## src/rtl/alu_entry_sequencer_if.sv

```systemverilog
// Operand/opcode/launch handshake between the entry sequencer and the 4-bit ALU.
interface alu_entry_sequencer_if;
  logic [3:0] alu_a;
  logic [3:0] alu_b;
  logic [1:0] alu_op;
  logic       alu_start;
  logic       alu_done;
  logic [3:0] alu_result;

  modport master (
    output alu_a,
    output alu_b,
    output alu_op,
    output alu_start,
    input  alu_done,
    input  alu_result
  );

  modport slave (
    input  alu_a,
    input  alu_b,
    input  alu_op,
    input  alu_start,
    output alu_done,
    output alu_result
  );
endinterface

```

## src/rtl/alu_entry_sequencer.sv

```systemverilog
// Pushbutton-driven entry of A, B and opcode, ALU launch with timeout,
// and selection of the value shown on the hex display.
module alu_entry_sequencer #(
  parameter int DEBOUNCE_CYCLES = 4,
  parameter int TIMEOUT_CYCLES  = 16
) (
  input  logic                         clk,
  input  logic                         rst_n,
  input  logic [3:0]                   din,
  input  logic                         key_n,
  alu_entry_sequencer_if.master        alu,
  output logic [3:0]                   aluout,
  output logic [2:0]                   stage,
  output logic                         err
);

  localparam int DB_W = (DEBOUNCE_CYCLES < 2) ? 1 : $clog2(DEBOUNCE_CYCLES + 1);
  localparam logic [DB_W-1:0] DB_LAST = DB_W'(DEBOUNCE_CYCLES - 1);
  localparam logic [15:0]     TO_LAST = 16'(TIMEOUT_CYCLES - 1);

  localparam logic [2:0] GET_A  = 3'd0;
  localparam logic [2:0] GET_B  = 3'd1;
  localparam logic [2:0] GET_OP = 3'd2;
  localparam logic [2:0] RUN    = 3'd3;
  localparam logic [2:0] SHOW   = 3'd4;
  localparam logic [2:0] ERR    = 3'd5;

  logic            sync1_q, sync2_q;
  logic            stable_q, stable_d;
  logic [DB_W-1:0] db_cnt_q, db_cnt_d;
  logic [DB_W-1:0] hi_cnt_q, hi_cnt_d;
  logic            armed_q, armed_d;
  logic            press_s;

  logic [2:0]  state_q, state_d;
  logic [3:0]  a_q, a_d;
  logic [3:0]  b_q, b_d;
  logic [1:0]  op_q, op_d;
  logic        start_q, start_d;
  logic [3:0]  result_q, result_d;
  logic [15:0] timer_q, timer_d;
  logic        err_q, err_d;
  logic [3:0]  aluout_q, aluout_d;

  // Debouncer: stable level (1 = released) flips after DEBOUNCE_CYCLES of disagreement.
  // Presses are only reported once a full released interval has been seen since reset.
  always_comb begin
    stable_d = stable_q;
    db_cnt_d = '0;
    press_s  = 1'b0;
    if (sync2_q != stable_q) begin
      if (db_cnt_q == DB_LAST) begin
        stable_d = sync2_q;
        db_cnt_d = '0;
        press_s  = stable_q & armed_q;
      end else begin
        db_cnt_d = db_cnt_q + DB_W'(1);
      end
    end else begin
      db_cnt_d = '0;
    end

    armed_d  = armed_q;
    hi_cnt_d = '0;
    if (sync2_q) begin
      if (hi_cnt_q == DB_LAST) begin
        armed_d  = 1'b1;
        hi_cnt_d = hi_cnt_q;
      end else begin
        hi_cnt_d = hi_cnt_q + DB_W'(1);
      end
    end else begin
      hi_cnt_d = '0;
    end
  end

  // Entry/launch state machine and captured operands.
  always_comb begin
    state_d  = state_q;
    a_d      = a_q;
    b_d      = b_q;
    op_d     = op_q;
    start_d  = 1'b0;
    result_d = result_q;
    timer_d  = timer_q;
    err_d    = err_q;
    case (state_q)
      GET_A: begin
        if (press_s) begin
          a_d     = din;
          state_d = GET_B;
        end else begin
          state_d = GET_A;
        end
      end
      GET_B: begin
        if (press_s) begin
          b_d     = din;
          state_d = GET_OP;
        end else begin
          state_d = GET_B;
        end
      end
      GET_OP: begin
        if (press_s) begin
          op_d    = din[1:0];
          timer_d = 16'd0;
          start_d = 1'b1;
          state_d = RUN;
        end else begin
          state_d = GET_OP;
        end
      end
      RUN: begin
        // A done coinciding with the last timer cycle still counts as success.
        if (!start_q && alu.alu_done) begin
          result_d = alu.alu_result;
          state_d  = SHOW;
        end else if (timer_q == TO_LAST) begin
          err_d   = 1'b1;
          state_d = ERR;
        end else begin
          timer_d = timer_q + 16'd1;
        end
      end
      SHOW: begin
        if (press_s) begin
          state_d = GET_A;
        end else begin
          state_d = SHOW;
        end
      end
      ERR: begin
        if (press_s) begin
          err_d   = 1'b0;
          state_d = GET_A;
        end else begin
          state_d = ERR;
        end
      end
      default: begin
        err_d   = 1'b0;
        state_d = GET_A;
      end
    endcase
  end

  // Display value follows the state being entered so it lines up with stage.
  always_comb begin
    aluout_d = aluout_q;
    case (state_d)
      GET_A, GET_B: aluout_d = din;
      GET_OP:       aluout_d = {2'b00, din[1:0]};
      RUN:          aluout_d = aluout_q;
      SHOW:         aluout_d = result_d;
      ERR:          aluout_d = 4'hE;
      default:      aluout_d = 4'h0;
    endcase
  end

  // All state registers, synchronous active-low reset.
  always_ff @(posedge clk) begin
    if (!rst_n) begin
      sync1_q  <= 1'b0;
      sync2_q  <= 1'b0;
      stable_q <= 1'b1;
      db_cnt_q <= '0;
      hi_cnt_q <= '0;
      armed_q  <= 1'b0;
      state_q  <= GET_A;
      a_q      <= 4'h0;
      b_q      <= 4'h0;
      op_q     <= 2'b00;
      start_q  <= 1'b0;
      result_q <= 4'h0;
      timer_q  <= 16'd0;
      err_q    <= 1'b0;
      aluout_q <= 4'h0;
    end else begin
      sync1_q  <= key_n;
      sync2_q  <= sync1_q;
      stable_q <= stable_d;
      db_cnt_q <= db_cnt_d;
      hi_cnt_q <= hi_cnt_d;
      armed_q  <= armed_d;
      state_q  <= state_d;
      a_q      <= a_d;
      b_q      <= b_d;
      op_q     <= op_d;
      start_q  <= start_d;
      result_q <= result_d;
      timer_q  <= timer_d;
      err_q    <= err_d;
      aluout_q <= aluout_d;
    end
  end

  assign alu.alu_a     = a_q;
  assign alu.alu_b     = b_q;
  assign alu.alu_op    = op_q;
  assign alu.alu_start = start_q;
  assign aluout        = aluout_q;
  assign stage         = state_q;
  assign err           = err_q;

endmodule

```

## src/flat_wrapper.sv

```systemverilog
// flat-port wrapper written by rule: the top's interface ports become plain ports
module alu_entry_sequencer_flat 
#(
  parameter int DEBOUNCE_CYCLES = 4,
  parameter int TIMEOUT_CYCLES  = 16
)
  (clk, rst_n, din, key_n, aluout, stage, err, alu_alu_a, alu_alu_b, alu_alu_op, alu_alu_start, alu_alu_done, alu_alu_result);
  alu_entry_sequencer_if alu_i ();
  input  logic clk;
  input  logic rst_n;
  input  logic [3:0] din;
  input  logic key_n;
  output logic [3:0] aluout;
  output logic [2:0] stage;
  output logic err;
  output wire logic [$bits(alu_i.alu_a)-1:0] alu_alu_a;
  output wire logic [$bits(alu_i.alu_b)-1:0] alu_alu_b;
  output wire logic [$bits(alu_i.alu_op)-1:0] alu_alu_op;
  output wire logic [$bits(alu_i.alu_start)-1:0] alu_alu_start;
  input wire logic [$bits(alu_i.alu_done)-1:0] alu_alu_done;
  input wire logic [$bits(alu_i.alu_result)-1:0] alu_alu_result;
  assign alu_alu_a = alu_i.alu_a;
  assign alu_alu_b = alu_i.alu_b;
  assign alu_alu_op = alu_i.alu_op;
  assign alu_alu_start = alu_i.alu_start;
  assign alu_i.alu_done = alu_alu_done;
  assign alu_i.alu_result = alu_alu_result;
  alu_entry_sequencer #(.DEBOUNCE_CYCLES(DEBOUNCE_CYCLES), .TIMEOUT_CYCLES(TIMEOUT_CYCLES)) u_core (.clk(clk), .rst_n(rst_n), .din(din), .key_n(key_n), .alu(alu_i), .aluout(aluout), .stage(stage), .err(err));
endmodule
```

## config.mk

```make
export PLATFORM = sky130hd
export DESIGN_NAME = alu_entry_sequencer_flat
export DESIGN_NICKNAME = d
export VERILOG_FILES = /design/src/rtl/alu_entry_sequencer_if.sv /design/src/rtl/alu_entry_sequencer.sv /design/src/flat_wrapper.sv
export SDC_FILE = /design/constraint.sdc
export NUM_CORES = 1
export LEC_CHECK = 0
export CORE_MARGIN = 2
export CORE_UTILIZATION = 36
export DETAILED_ROUTE_END_ITERATION = 12
export GPL_TIMING_DRIVEN = 0
export SYNTH_ARGS = -nofsm -noshare
export SYNTH_HDL_FRONTEND = slang
export SYNTH_SLANG_ARGS = --single-unit
```

## constraint.sdc

```tcl
create_clock -name clk -period 2.2 [get_ports clk]
set_input_delay 0.44 -clock clk [delete_from_list [all_inputs] [get_ports clk]]
set_output_delay 0.44 -clock clk [all_outputs]
set_load 0.05 [all_outputs]
```

Word-level counts from Yosys, hierarchy flattened
Index checks and enable logic that the tools add are counted.
- bitwise logic cells: 4
- add/subtract/negate cells: 3
- reductions and logical operators: 17
- mux-type cells: 22
- equal/unequal tests: 19
- operators by type and width (cell ; number):
    2-to-1 mux 16 bit ; 3
    case mux 16 bit (2 select lines) ; 1
    case mux 4 bit (5 select lines) ; 1
    == test 3 x 2 -> 1 bit, second input constant ; 6
    case mux 3 bit (6 select lines) ; 1
    adder 16 x 1 -> 16 bit, second input constant ; 1
    == test 16 x 4 -> 1 bit, second input constant ; 1
    AND reduction 2 bit ; 7
    == test 3 bit, second input constant ; 4
    2-to-1 mux 3 bit ; 4
    2-to-1 mux 1 bit ; 8
    2-to-1 mux 4 bit ; 2
    AND reduction 4 bit ; 2
    adder 3 x 1 -> 3 bit, second input constant ; 2
    == test 3 x 1 -> 1 bit, second input constant ; 2
    zero test 3 bit ; 2
    inequality test 2 x 1 -> 1 bit, second input constant ; 3
    inequality test 2 bit, second input constant ; 2
    OR reduction 4 bit ; 1
    NOT 1 bit ; 3
    case mux 1 bit (3 select lines) ; 1
    OR reduction 3 bit ; 1
    2-to-1 mux 2 bit ; 1
    nonzero test 2 bit ; 1
    other kinds (5) ; 5
- output and inout port bits: 19
- register bits: 49
- input bits: 12
- logic and storage cells: 80

Depth between registers and ports, before layout
Gate-level depths: netlist of the first run.
- depth after elaboration: 8
- depth in mapped cells: 9
- gate-level depth less buffers: 7

Least setup slack after synthesis of the first run
Ideal clock, no wire load.
- path type: flip-flop to flip-flop
- from: register u_core.state_q[0] (netlist: u_core.stage[0])
- to: register u_core.timer_q[11]
- cell stages (with the launch flop): 8
- period minus slack after synthesis: 2.187 ns
- buffers on the path: 2
- setup time: 0.070 ns
- required time: 2.130 ns
- arrival time: 2.118 ns
- slack: 0.013 ns
- cell sequence: dfxtp_1 -> clkbuf_8 -> nand3b_1 -> nor2_1 -> a21oi_2 -> buf_6 -> or4_1 -> a21oi_1
- word-level cells in the longest chain between the ends: 3
- elaborated cells between the ends (all ways): 8
- classes of those cells: 5 x eq/ne; 1 x mux; 2 x reduce/logical
- ends and longest elaborated chain (item ; RTL line ; source):
    from (decl) ; alu_entry_sequencer.sv:35 ; logic [2:0] state_q, state_d;
    from (signal assigned) ; alu_entry_sequencer.sv:186 ; state_q <= state_d;
    == test 3 x 2 -> 1 bit ; alu_entry_sequencer.sv:87 ; case (state_q)
    inequality test 2 bit (no line), or another cell as far along ; - ;
    AND reduction 4 bit (no line) ; - ;
    to (signal assigned) ; alu_entry_sequencer.sv:192 ; timer_q <= timer_d;
    to (decl) ; alu_entry_sequencer.sv:41 ; logic [15:0] timer_q, timer_d;
Parallel ways exist; a longest one is shown, timed or not.
A chain may end at the register's enable or synchronous reset.

Worst setup path in the final report of the first run
- from: register u_core.state_q[1] (netlist: u_core.stage[1])
- to: output stage[1]
- RTL lines (item ; RTL line ; source):
    to (decl) ; flat_wrapper.sv:14 ; output logic [2:0] stage;
No word-level cell between the ends.

==> impl_metrics.csv, run 1 <==
group,metric,value,unit
global_route,grtUsageMet3,4.89,%
clock_network,cts_tree,"yes",
sta,setup_viol,0,
sta,rsz0062_at_grt,"false",
critical_path,rrSetupSlack,160,ps
clock_network,cts_buffers,5,
yosys,yosysUniqueCellTypes,53,
critical_path,crit_family,"buffers and inverters",
yosys,yosysSeqAreaShare,43.9,%
yosys,syn_area_per_cell,9.26,sq um
route,drc,0,
yosys,synth_nets,258,
critical_path,cp-end-kind,"output pin",
global_route,antenna_found_initial,0,
yosys,yosysTopAreaCellShare,43.9,%
global_route,grt-ovfl-total,0,
placement,globalplace.congestion,0.800,
critical_path,crit_path_end,"stage[1]",
floorplanning,dieArea,6850,sq um
sta,relSlewSlack,53.9,%
sta,finalCritPeriodShare,96.4,%
status,run_status,"complete, no violations",
yosys,synth-async-reset-ratio,0,%
yosys,ys_ff_latch,49,
placement,placedCellCount,346,
clock_network,clockRootBuffer,"clkbuf_8",
critical_path,r2r_cells,6,
sta,setup_tns,0,ps
floorplanning,fp.dieH,82.7,um
route,final_antenna_net_count,0,
critical_path,cp_num_buf_inv,1,
global_route,grt_pass1_vias,1790,
sta,hold_viol_final,0,
floorplanning,die-width,82.7,um
placement,numPortBuffers,30,
sta,fmax,472,MHz
clock_network,path_clk_slew,90,ps
clock_network,cts_sinks,49,
placement,place_ws,-216,ps
yosys,syn_inst,241,
global_route,grtUsageTotal,16.0,%
min_path,hp-class,"flip-flop to flip-flop",
power,vdd_drop_max,0.321,mV
power,p_leak,1.02,nW
sta,clock_skew,12.2,ps
critical_path,path_class,"flip-flop to output pin",
critical_path,cp.depth,1,
critical_path,timing.rr.end,"u_core.timer_q[9]$_SDFFE_PN0P_",
global_route,met1_usage,20.6,%
route,num_vias,1858,
yosys,synth-edff-count,0,
critical_path,crit_slowest_cell,"clkdlybuf4s50_1",
critical_path,startpoint_type,"flip-flop",
power,pwr_density_cell,611,nW/um^2
yosys,synth_area,2230,sq um
sta,tightest_slew,685,ps
global_route,use_met2,26.0,%
floorplanning,coreArea,5960,sq um
clock_network,cts_hold_buf,0,
layout,nNetsFinal,296,
floorplanning,num_rows,28,
route,drtPass1Iterations,4,
placement,hpwlAfterDp,3570,um
clock_network,h-tree-depth,2,
sta,layout_setup_ws,80.2,ps
layout,drive_gt1_share,13.9,%
route,drt-initial-drc-count,71,
floorplanning,io_pins,31,
layout,fillers,613,
layout,syn_to_final_growth,24.4,%
global_route,grt_pass1_wl,8310,um
layout,insertedDiodeCount,0,
global_route,top_usage_layer,"met2",
critical_path,path_cells,"clkdlybuf4s50_1",
layout,fin_util,46.6,%
yosys,yosys_warnings,0,
critical_path,cp_max_fo,10,
critical_path,startpoint,"u_core.stage[1]$_SDFF_PN0_",
critical_path,timing.rr.start,"u_core.stage[1]$_SDFF_PN0_",
layout,fin_cells,355,
sta,maxSlewViolCount,0,
critical_path,max_stage_delay,870,ps
clock_network,clkLatencyLatePin,300,ps
clock_network,clk_path_buf_depth,2,
critical_path,cp.required,1760,ps
route,wl,4790,um
global_route,grt_max_degree,15,
yosys,synth_area_leaders,"dfxtp_1 44%, mux2i_1 7.6%, nor2_1 5.5%",
flow_run,maxCapViolCount,0,
yosys,ys.flop_type,"dfxtp_1",
sta,min_period,2120,ps
critical_path,arrival,1680,ps
route,vias_per_cell,5.23,
floorplanning,initial_utilization,37.5,%
yosys,synth_area_leader_cell,"dfxtp_1",
route,wire_per_inst,13.5,um
[placed cells by master (no fill, tap or decap), drive strengths merged, types with 3 or more instances in the layout]
master	instances
clkbuf	10
or4	4
and2	5
o21ai	6
nand2	17
dfxtp	49
and4	4
or3	6
nor4	4
buf	7
ha	5
nand3	11
clkdlybuf4s50	30
a21oi	16
and3	4
o31ai	4
inv	5
nand4b	4
xor2	3
nor2	34
mux2i	17
o211ai	4
[Yosys cell counts (2+ instances only)]
library cell and n:
nor4_1 4, nand3_1 11, nor2b_1 2, and4_1 3, nor2_1 33, or3_2 5, o211ai_1 4, inv_1 5
xor2_1 3, nor3_1 2, buf_4 2, nand4b_1 3, and3_2 3, or4_1 4, clkbuf_1 2, nand3b_1 2
xnor2_1 2, o21ai_0 6, o31ai_1 4, nand2_1 17, ha_1 5, buf_6 2, mux2i_1 17, and2_1 5
a31oi_1 2, a21oi_1 15, o2111ai_1 2, and2b_2 2, dfxtp_1 49, nand4_1 2
[registers in the layout, summed over array words and instances, names as in the netlist]
register	flops
u_core.err	1
u_core.result_q	4
u_core.aluout	4
u_core.sync2_q	1
u_core.db_cnt_q	3
u_core.alu.alu_op	2
u_core.stage	3
u_core.alu.alu_b	4
u_core.alu.alu_start	1
u_core.armed_q	1
u_core.timer_q	16
u_core.stable_q	1
u_core.sync1_q	1
u_core.hi_cnt_q	3
u_core.alu.alu_a	4
[kinds of logic (layout without fill, tap and decap cells)]
| family | count (synthesis) | count (layout) | share of synthesized area [%] |
|---|---|---|---|
| fa+ha+maj | 5 | 5 | 2.80 |
| mux | 18 | 18 | 8.13 |
| simple gates | 110 | 110 | 28.0 |
| compound gates | 40 | 40 | 11.3 |
| buf+inv | 14 | 53 | 3.87 |
| xor+xnor | 5 | 5 | 1.96 |
| flops | 49 | 49 | 43.9 |
[worst register-to-register path, cell delays in order (launching register included)]
cell	delay, ps
dfxtp_1	500
or3b_4	440
nor2_4	190
a21oi_2	60
buf_6	150
or4_1	490
a21oi_1	150
[where the power goes]
group	internal [mW]	switching, mW	leakage, nW	total (mW)
combinational	0.0494	0.0597	0.560	0.109
sequential	0.902	0.00993	0.397	0.912
clock	0.371	0.303	0.0585	0.674
[routing by layer]
layer	up-vias	part of all wire, %
met5	-	0
li1	949	-
met2	32	47
met1	875	48
met3	2	4.4
met4	0	0.48
[stage by stage]
step / hold slack, ps / total power, mW / area [sq um]
after floorplan: 399 / 0.993 / 2230
after global placement: 410 / 1.04 / 2630
after detailed placement: 420 / 1.04 / 2630
after CTS: 438 / 1.71 / 2750
after global routing: 459 / 1.76 / 2780
final: 434 / 1.70 / 2780
[worst min path at each step]
| stage | from | end | cells after the start |
|---|---|---|---|
| after floorplan | u_core.db_cnt_q[0]$_SDFF_PP0_ | u_core.db_cnt_q[0]$_SDFF_PP0_ | 1 |
| after detailed placement | u_core.sync1_q$_SDFF_PN0_ | u_core.sync2_q$_SDFF_PN0_ | 1 |
| final | u_core.db_cnt_q[0]$_SDFF_PP0_ | u_core.db_cnt_q[0]$_SDFF_PP0_ | 1 |
| after global routing | u_core.db_cnt_q[0]$_SDFF_PP0_ | u_core.db_cnt_q[0]$_SDFF_PP0_ | 1 |
| after CTS | u_core.db_cnt_q[0]$_SDFF_PP0_ | u_core.db_cnt_q[0]$_SDFF_PP0_ | 1 |
| after global placement | u_core.db_cnt_q[0]$_SDFF_PP0_ | u_core.db_cnt_q[0]$_SDFF_PP0_ | 1 |
[cell type report]
cell class / count / area [sq um] / share of cell area, %
timing repair buffer: 31 / 308 / 11.1
inverter: 5 / 18.8 / 0.676
multi-input combinational: 178 / 1190 / 42.9
clock buffer: 7 / 86.3 / 3.11
clock inverter: 1 / 30.0 / 1.08
tap: 75 / 93.8 / 3.38
sequential: 49 / 981 / 35.3
buffer: 9 / 67.6 / 2.43
[timing repair]
item                                    in CTS  in global routing
endpoints found under the setup margin       4                 13
setup buffers                                0                  1
endpoints found under the hold margin        0                  0
gates resized for setup                      1                  4
pin swaps                                    0                  2
No activity file was read; power rests on OpenSTA's default activity.
==> run 2: changes to the inputs <==
--- a/config.mk
+++ b/config.mk
@@ -5,6 +5,7 @@
 export SDC_FILE = /design/constraint.sdc
 export NUM_CORES = 1
 export LEC_CHECK = 0
+export CORE_ASPECT_RATIO = 0.5
 export CORE_MARGIN = 2
 export CORE_UTILIZATION = 36
 export DETAILED_ROUTE_END_ITERATION = 12
==> constraint.sdc (replaced) <==
create_clock -name clk -period 1.8 [get_ports clk]
set_input_delay 0.36 -clock clk [delete_from_list [all_inputs] [get_ports clk]]
set_output_delay 0.36 -clock clk [all_outputs]
set_load 0.05 [all_outputs]
==> run 2 against run 1 <==
Against the previous run: the run now ends with negative setup slack left; cell count increased by 8.5%; worst setup slack got worse by 140 ps; non-clock buffer count increased by 17; utilization increased by 6.0 points; first-iteration DRC count increased by 68%; critical endpoint is now u_core.timer_q[7]$_SDFFE_PN0P_; highest routed layer unchanged.
==> impl_metrics.csv, run 2 (synthesis gave the netlist of run 1 again) <==
group,metric,value,unit
route,drc,0,
global_route,grtUsageTotal,16.5,%
placement,place_area,2700,sq um
min_path,hp-class,"flip-flop to flip-flop",
sta,finalCritPeriodShare,103,%
power,vdd_drop_max,0.370,mV
status,run_status,"finished with violations",
route,vias_per_cell,5.15,
sta,setup_viol,9,
sta,hold-worst-slack,433,ps
sta,maxSlewViolCount,0,
critical_path,cp_max_fo,7,
layout,insertedDiodeCount,0,
placement,globalplace.congestion,0.827,
clock_network,cts_hold_buf,0,
sta,hold_viol_final,0,
sta,clock_skew,5.53,ps
floorplanning,die-width,115,um
sta,rsz0062_at_grt,"true",
power,pwr_density_cell,699,nW/um^2
layout,fillers,551,
sta,tightest_slew,654,ps
sta,fmax,538,MHz
global_route,grt-ovfl-total,0,
route,final_antenna_net_count,0,
route,wire_per_inst,14.3,um
floorplanning,fp.dieH,59.7,um
layout,final_common_cell,"dfxtp_1",
critical_path,path_class,"flip-flop to flip-flop",
global_route,grt_pass1_wl,9010,um
layout,largest_reg_flops,16,
clock_network,cts_sinks,49,
layout,drive_gt1_share,29.0,%
placement,numPortBuffers,30,
clock_network,cts_tree,"yes",
route,num_vias,1982,
critical_path,cp.required,2030,ps
global_route,grt_pass1_vias,1945,
floorplanning,initial_utilization,37.0,%
global_route,grt_max_degree,18,
sta,min_period,1860,ps
clock_network,clockRootBuffer,"clkbuf_16",
sta,layout_setup_ws,-59.4,ps
route,drt-initial-drc-count,119,
clock_network,clk_path_buf_depth,2,
floorplanning,io_pins,31,
route,drtPass1Iterations,4,
placement,hpwlAfterDp,3720,um
status,violations,"negative setup slack",
layout,top_register,"u_core.timer_q",
layout,nNetsFinal,313,
layout,fin_area,3170,sq um
critical_path,cp-end-kind,"flip-flop",
critical_path,startpoint_type,"flip-flop",
clock_network,cts_buffers,5,
clock_network,clkLatencyLatePin,290,ps
sta,relSlewSlack,56.0,%
critical_path,arrival,2080,ps
flow_run,maxCapViolCount,0,
layout,final_cell_mix,"40 x dfxtp_1, 32 x nor2_1, 18 x buf_4",
floorplanning,coreArea,6030,sq um
global_route,antenna_found_initial,0,
floorplanning,dieArea,6880,sq um
layout,syn_to_final_growth,42.0,%
power,p_leak,1.37,nW
clock_network,h-tree-depth,2,
floorplanning,num_rows,20,
clock_network,path_clk_slew,70,ps
route,wl,5510,um
[run 2: cell count changes in the layout (fill, tap and decap cells not counted), moves of 7 or more]
cell,delta
dlygate4sd2_1,+9
dfxtp_1,-9
buf_4,+15
clkdlybuf4s50_1,-19
clkbuf_8,-7
dlymetal6s2s_1,+10
[run 2: power breakdown]
| group | internal (mW) | switching (mW) |
|---|---|---|
| clock network | 0.525 | 0.431 |
| registers | 1.10 | 0.0144 |
| logic | 0.0684 | 0.0782 |
[run 2: worst max-delay path, stage by stage (launching register included)]
cell and delay (ps):
dfxtp_2 350, ha_4 140, ha_4 150, nand4b_4 180, nor2_4 200, a21oi_4 50
buf_6 130, or4_1 470, a21oi_1 130
[run 2: repair_timing]
action,CTS,global route
gates cloned,1,0
buffers inserted,14,4
resized for setup,30,30
setup endpoints to repair,42,35
pin swaps,17,12
[run 2: final timing paths]
check | start | end | slack (ps) | cells past startpoint
worst max register to register | u_core.db_cnt_q[1]$_SDFF_PP0_ | u_core.timer_q[7]$_SDFFE_PN0P_ | -60 | 8
worst min register to register | u_core.sync1_q$_SDFF_PN0_ | u_core.sync2_q$_SDFF_PN0_ | 430 | 1
worst max-delay path | u_core.db_cnt_q[1]$_SDFF_PP0_ | u_core.timer_q[7]$_SDFFE_PN0P_ | -60 | 8
worst min-delay path | u_core.sync1_q$_SDFF_PN0_ | u_core.sync2_q$_SDFF_PN0_ | 430 | 1
[run 2: layer usage]
metal	routed length (um)	GRT usage, %
met5	0	0
met4	28	4.13
met3	166	3.35
met2	2720	28.0
met1	2600	22.0
[run 2: cell type report]
cell class | count | area (sq um) | area share [%]
repair buffers | 49 | 469 | 14.8
plain buffers | 8 | 76.3 | 2.41
inverters | 5 | 18.8 | 0.592
flip-flops and latches | 49 | 1000 | 31.6
clock buffers | 5 | 125 | 3.95
well taps | 88 | 110 | 3.47
multi-input cells | 178 | 1340 | 42.4
clock inverters | 3 | 25.0 | 0.789
[run 2: per-stage QoR]
| stage | total power [mW] | util, % | setup slack [ps] | std cells | TNS, ps |
|---|---|---|---|---|---|
| 6_report | 2.22 | 52.6 | -59.4 | 385 | -221 |
| 5_1_grt | 2.31 | 52.6 | -127 | 385 | -1670 |
| 4_1_cts | 2.24 | 50.6 | -90.7 | 382 | -603 |
| 3_5_place_dp | 1.27 | 44.8 | -438 | 359 | -8420 |
| 3_3_place_gp | 1.27 | 44.8 | -394 | 359 | -7630 |
| 2_1_floorplan | 1.21 | - | -131 | 241 | -567 |
==> run 3: changes to the inputs <==
--- a/config.mk
+++ b/config.mk
@@ -5,7 +5,7 @@
 export SDC_FILE = /design/constraint.sdc
 export NUM_CORES = 1
 export LEC_CHECK = 0
-export CORE_ASPECT_RATIO = 0.5
+export CORE_ASPECT_RATIO = 0.6
 export CORE_MARGIN = 2
 export CORE_UTILIZATION = 36
 export DETAILED_ROUTE_END_ITERATION = 12
==> run 3 against run 2 <==
Against the previous run: non-clock buffer count up 1; the run still ends with negative setup slack left; cell count decreased by 1.0%; highest routed layer unchanged; critical path type unchanged; maximum frequency shrank 0.93%; global-route usage rose by 0.28 points.
==> impl_metrics.csv, run 3 (synthesis gave the netlist of run 1 again) <==
group,metric,value,unit
placement,numPortBuffers,30,
sta,clock_skew,11.5,ps
global_route,antenna_found_initial,0,
min_path,hp-class,"flip-flop to flip-flop",
sta,rsz0062_at_grt,"true",
clock_network,clkLatencyLatePin,310,ps
sta,setup_viol,6,
critical_path,path_class,"flip-flop to flip-flop",
clock_network,cts_tree,"yes",
critical_path,timing.rr.start,"u_core.timer_q[8]$_SDFFE_PN0P_",
clock_network,path_clk_slew,90,ps
critical_path,cp_max_fo,6,
global_route,grtUsageTotal,16.8,%
sta,tightest_slew,695,ps
global_route,met1_usage,23.9,%
power,p_leak,1.23,nW
critical_path,startpoint_type,"flip-flop",
placement,globalplace.congestion,0.812,
power,vdd_drop_max,0.372,mV
sta,min_period,1880,ps
sta,fmax,533,MHz
placement,hpwlAfterDp,3830,um
floorplanning,io_pins,31,
flow_run,maxCapViolCount,0,
placement,place_ws,-459,ps
layout,nNetsFinal,314,
critical_path,cp-end-kind,"flip-flop",
layout,largest_reg_flops,16,
sta,finalCritPeriodShare,104,%
floorplanning,die-width,106,um
route,drt-initial-drc-count,112,
floorplanning,num_rows,22,
sta,maxSlewViolCount,0,
floorplanning,dieArea,6870,sq um
route,wl,5510,um
layout,final_common_cell,"dfxtp_1",
power,pwr_density_cell,626,nW/um^2
global_route,use_met2,24.0,%
clock_network,cts_sinks,49,
layout,fillers,569,
layout,drive_gt1_share,29.6,%
sta,layout_setup_ws,-76.8,ps
route,num_vias,1925,
floorplanning,coreArea,6060,sq um
clock_network,cts_hold_buf,0,
floorplanning,initial_utilization,36.9,%
layout,insertedDiodeCount,0,
critical_path,crit_family,"simple AND/OR/NAND/NOR gates",
clock_network,h-tree-depth,2,
layout,syn_to_final_growth,37.6,%
layout,multi_input_area,1340,sq um
global_route,grt-ovfl-total,0,
floorplanning,fp.dieH,65.0,um
global_route,grt_max_degree,14,
critical_path,arrival,2110,ps
route,vias_per_cell,5.05,
global_route,grt_pass1_wl,9010,um
clock_network,clockRootBuffer,"clkbuf_8",
route,drc,0,
layout,seq_area,1010,sq um
critical_path,cp.required,2030,ps
critical_path,cp_num_buf_inv,1,
clock_network,cts_buffers,5,
global_route,grt_pass1_vias,1834,
sta,setup_tns,-191,ps
critical_path,max_stage_delay,400,ps
status,run_status,"finished with violations",
global_route,grtUsageMet3,5.03,%
sta,relSlewSlack,53.3,%
clock_network,clk_path_buf_depth,2,
route,wire_per_inst,14.5,um
global_route,top_usage_layer,"met2",
sta,hold_viol_final,0,
min_path,min_from,"u_core.sync1_q$_SDFF_PN0_",
layout,top_register,"u_core.timer_q",
status,violations,"negative setup slack",
critical_path,startpoint,"u_core.timer_q[8]$_SDFFE_PN0P_",
layout,final_cell_mix,"36 x dfxtp_1, 32 x nor2_1, 19 x buf_4",
route,final_antenna_net_count,0,
power,p_total,1.92,mW
route,drtPass1Iterations,4,
critical_path,path_cells,"nor4_4 -> nand4_1 -> buf_4 -> o211ai_1 -> or3b_4 -> a31oi_1",
critical_path,crit_slowest_cell,"or3b_4",
run 3: cell types whose count changed in the layout (fill, tap and decap cells not counted), moves of 3 or more:
cell            previous run  this run
dlygate4sd2_1              9        18
dlymetal6s2s_1            10         1
clkbuf_8                   0         7
clkbuf_16                  5         0
dfxtp_1                   40        36
nand3_1                   10         7
nand3_2                    1         4
run 3: layout make-up:
type                            count  area share [%]
Inverter                            5           0.611
Sequential cell                    49            33.0
Tap cell                           84            3.42
Buffer                              9            2.48
Timing Repair Buffer               49            14.0
Multi-Input combinational cell    178            43.7
Clock buffer                        7            2.81
run 3: what timing repair did:
item / CTS / global route
resized for setup: 45 / 21
pin swaps: 14 / 14
endpoints found under the setup margin: 50 / 31
buffers inserted: 13 / 4
gates cloned: 1 / 1
run 3: worst paths after layout:
kind	to	slack, ps	cells after the start
setup reg to reg	u_core.aluout[0]$_SDFFE_PN0P_	-80	6
hold reg to reg	u_core.sync2_q$_SDFF_PN0_	440	1
hold / removal	u_core.sync2_q$_SDFF_PN0_	440	1
setup / recovery	u_core.aluout[0]$_SDFFE_PN0P_	-80	6
run 3: stage by stage:
| step | utilization [%] | area (sq um) | hold WS [ps] | instances |
|---|---|---|---|---|
| finish | 50.7 | 3070 | 441 | 381 |
| global route | 50.7 | 3070 | 492 | 381 |
| CTS | 49.0 | 2970 | 408 | 376 |
| detailed placement | 44.5 | 2700 | 418 | 355 |
| global placement | 44.5 | 2700 | 411 | 355 |
| floorplan | - | 2290 | 399 | 241 |
run 3: per-layer routing:
layer  share of wire (%)  up-vias
met5                   0        -
met2                  40       34
met3                 4.3        8
met4                 1.3        0
met1                  54      902
li1                    -      981
run 3: power breakdown:
group          internal (mW)  switching, mW  total, mW
clock                  0.306          0.357      0.662
sequential              1.10         0.0151       1.11
combinational         0.0687         0.0815      0.150
total                   1.47          0.453       1.92
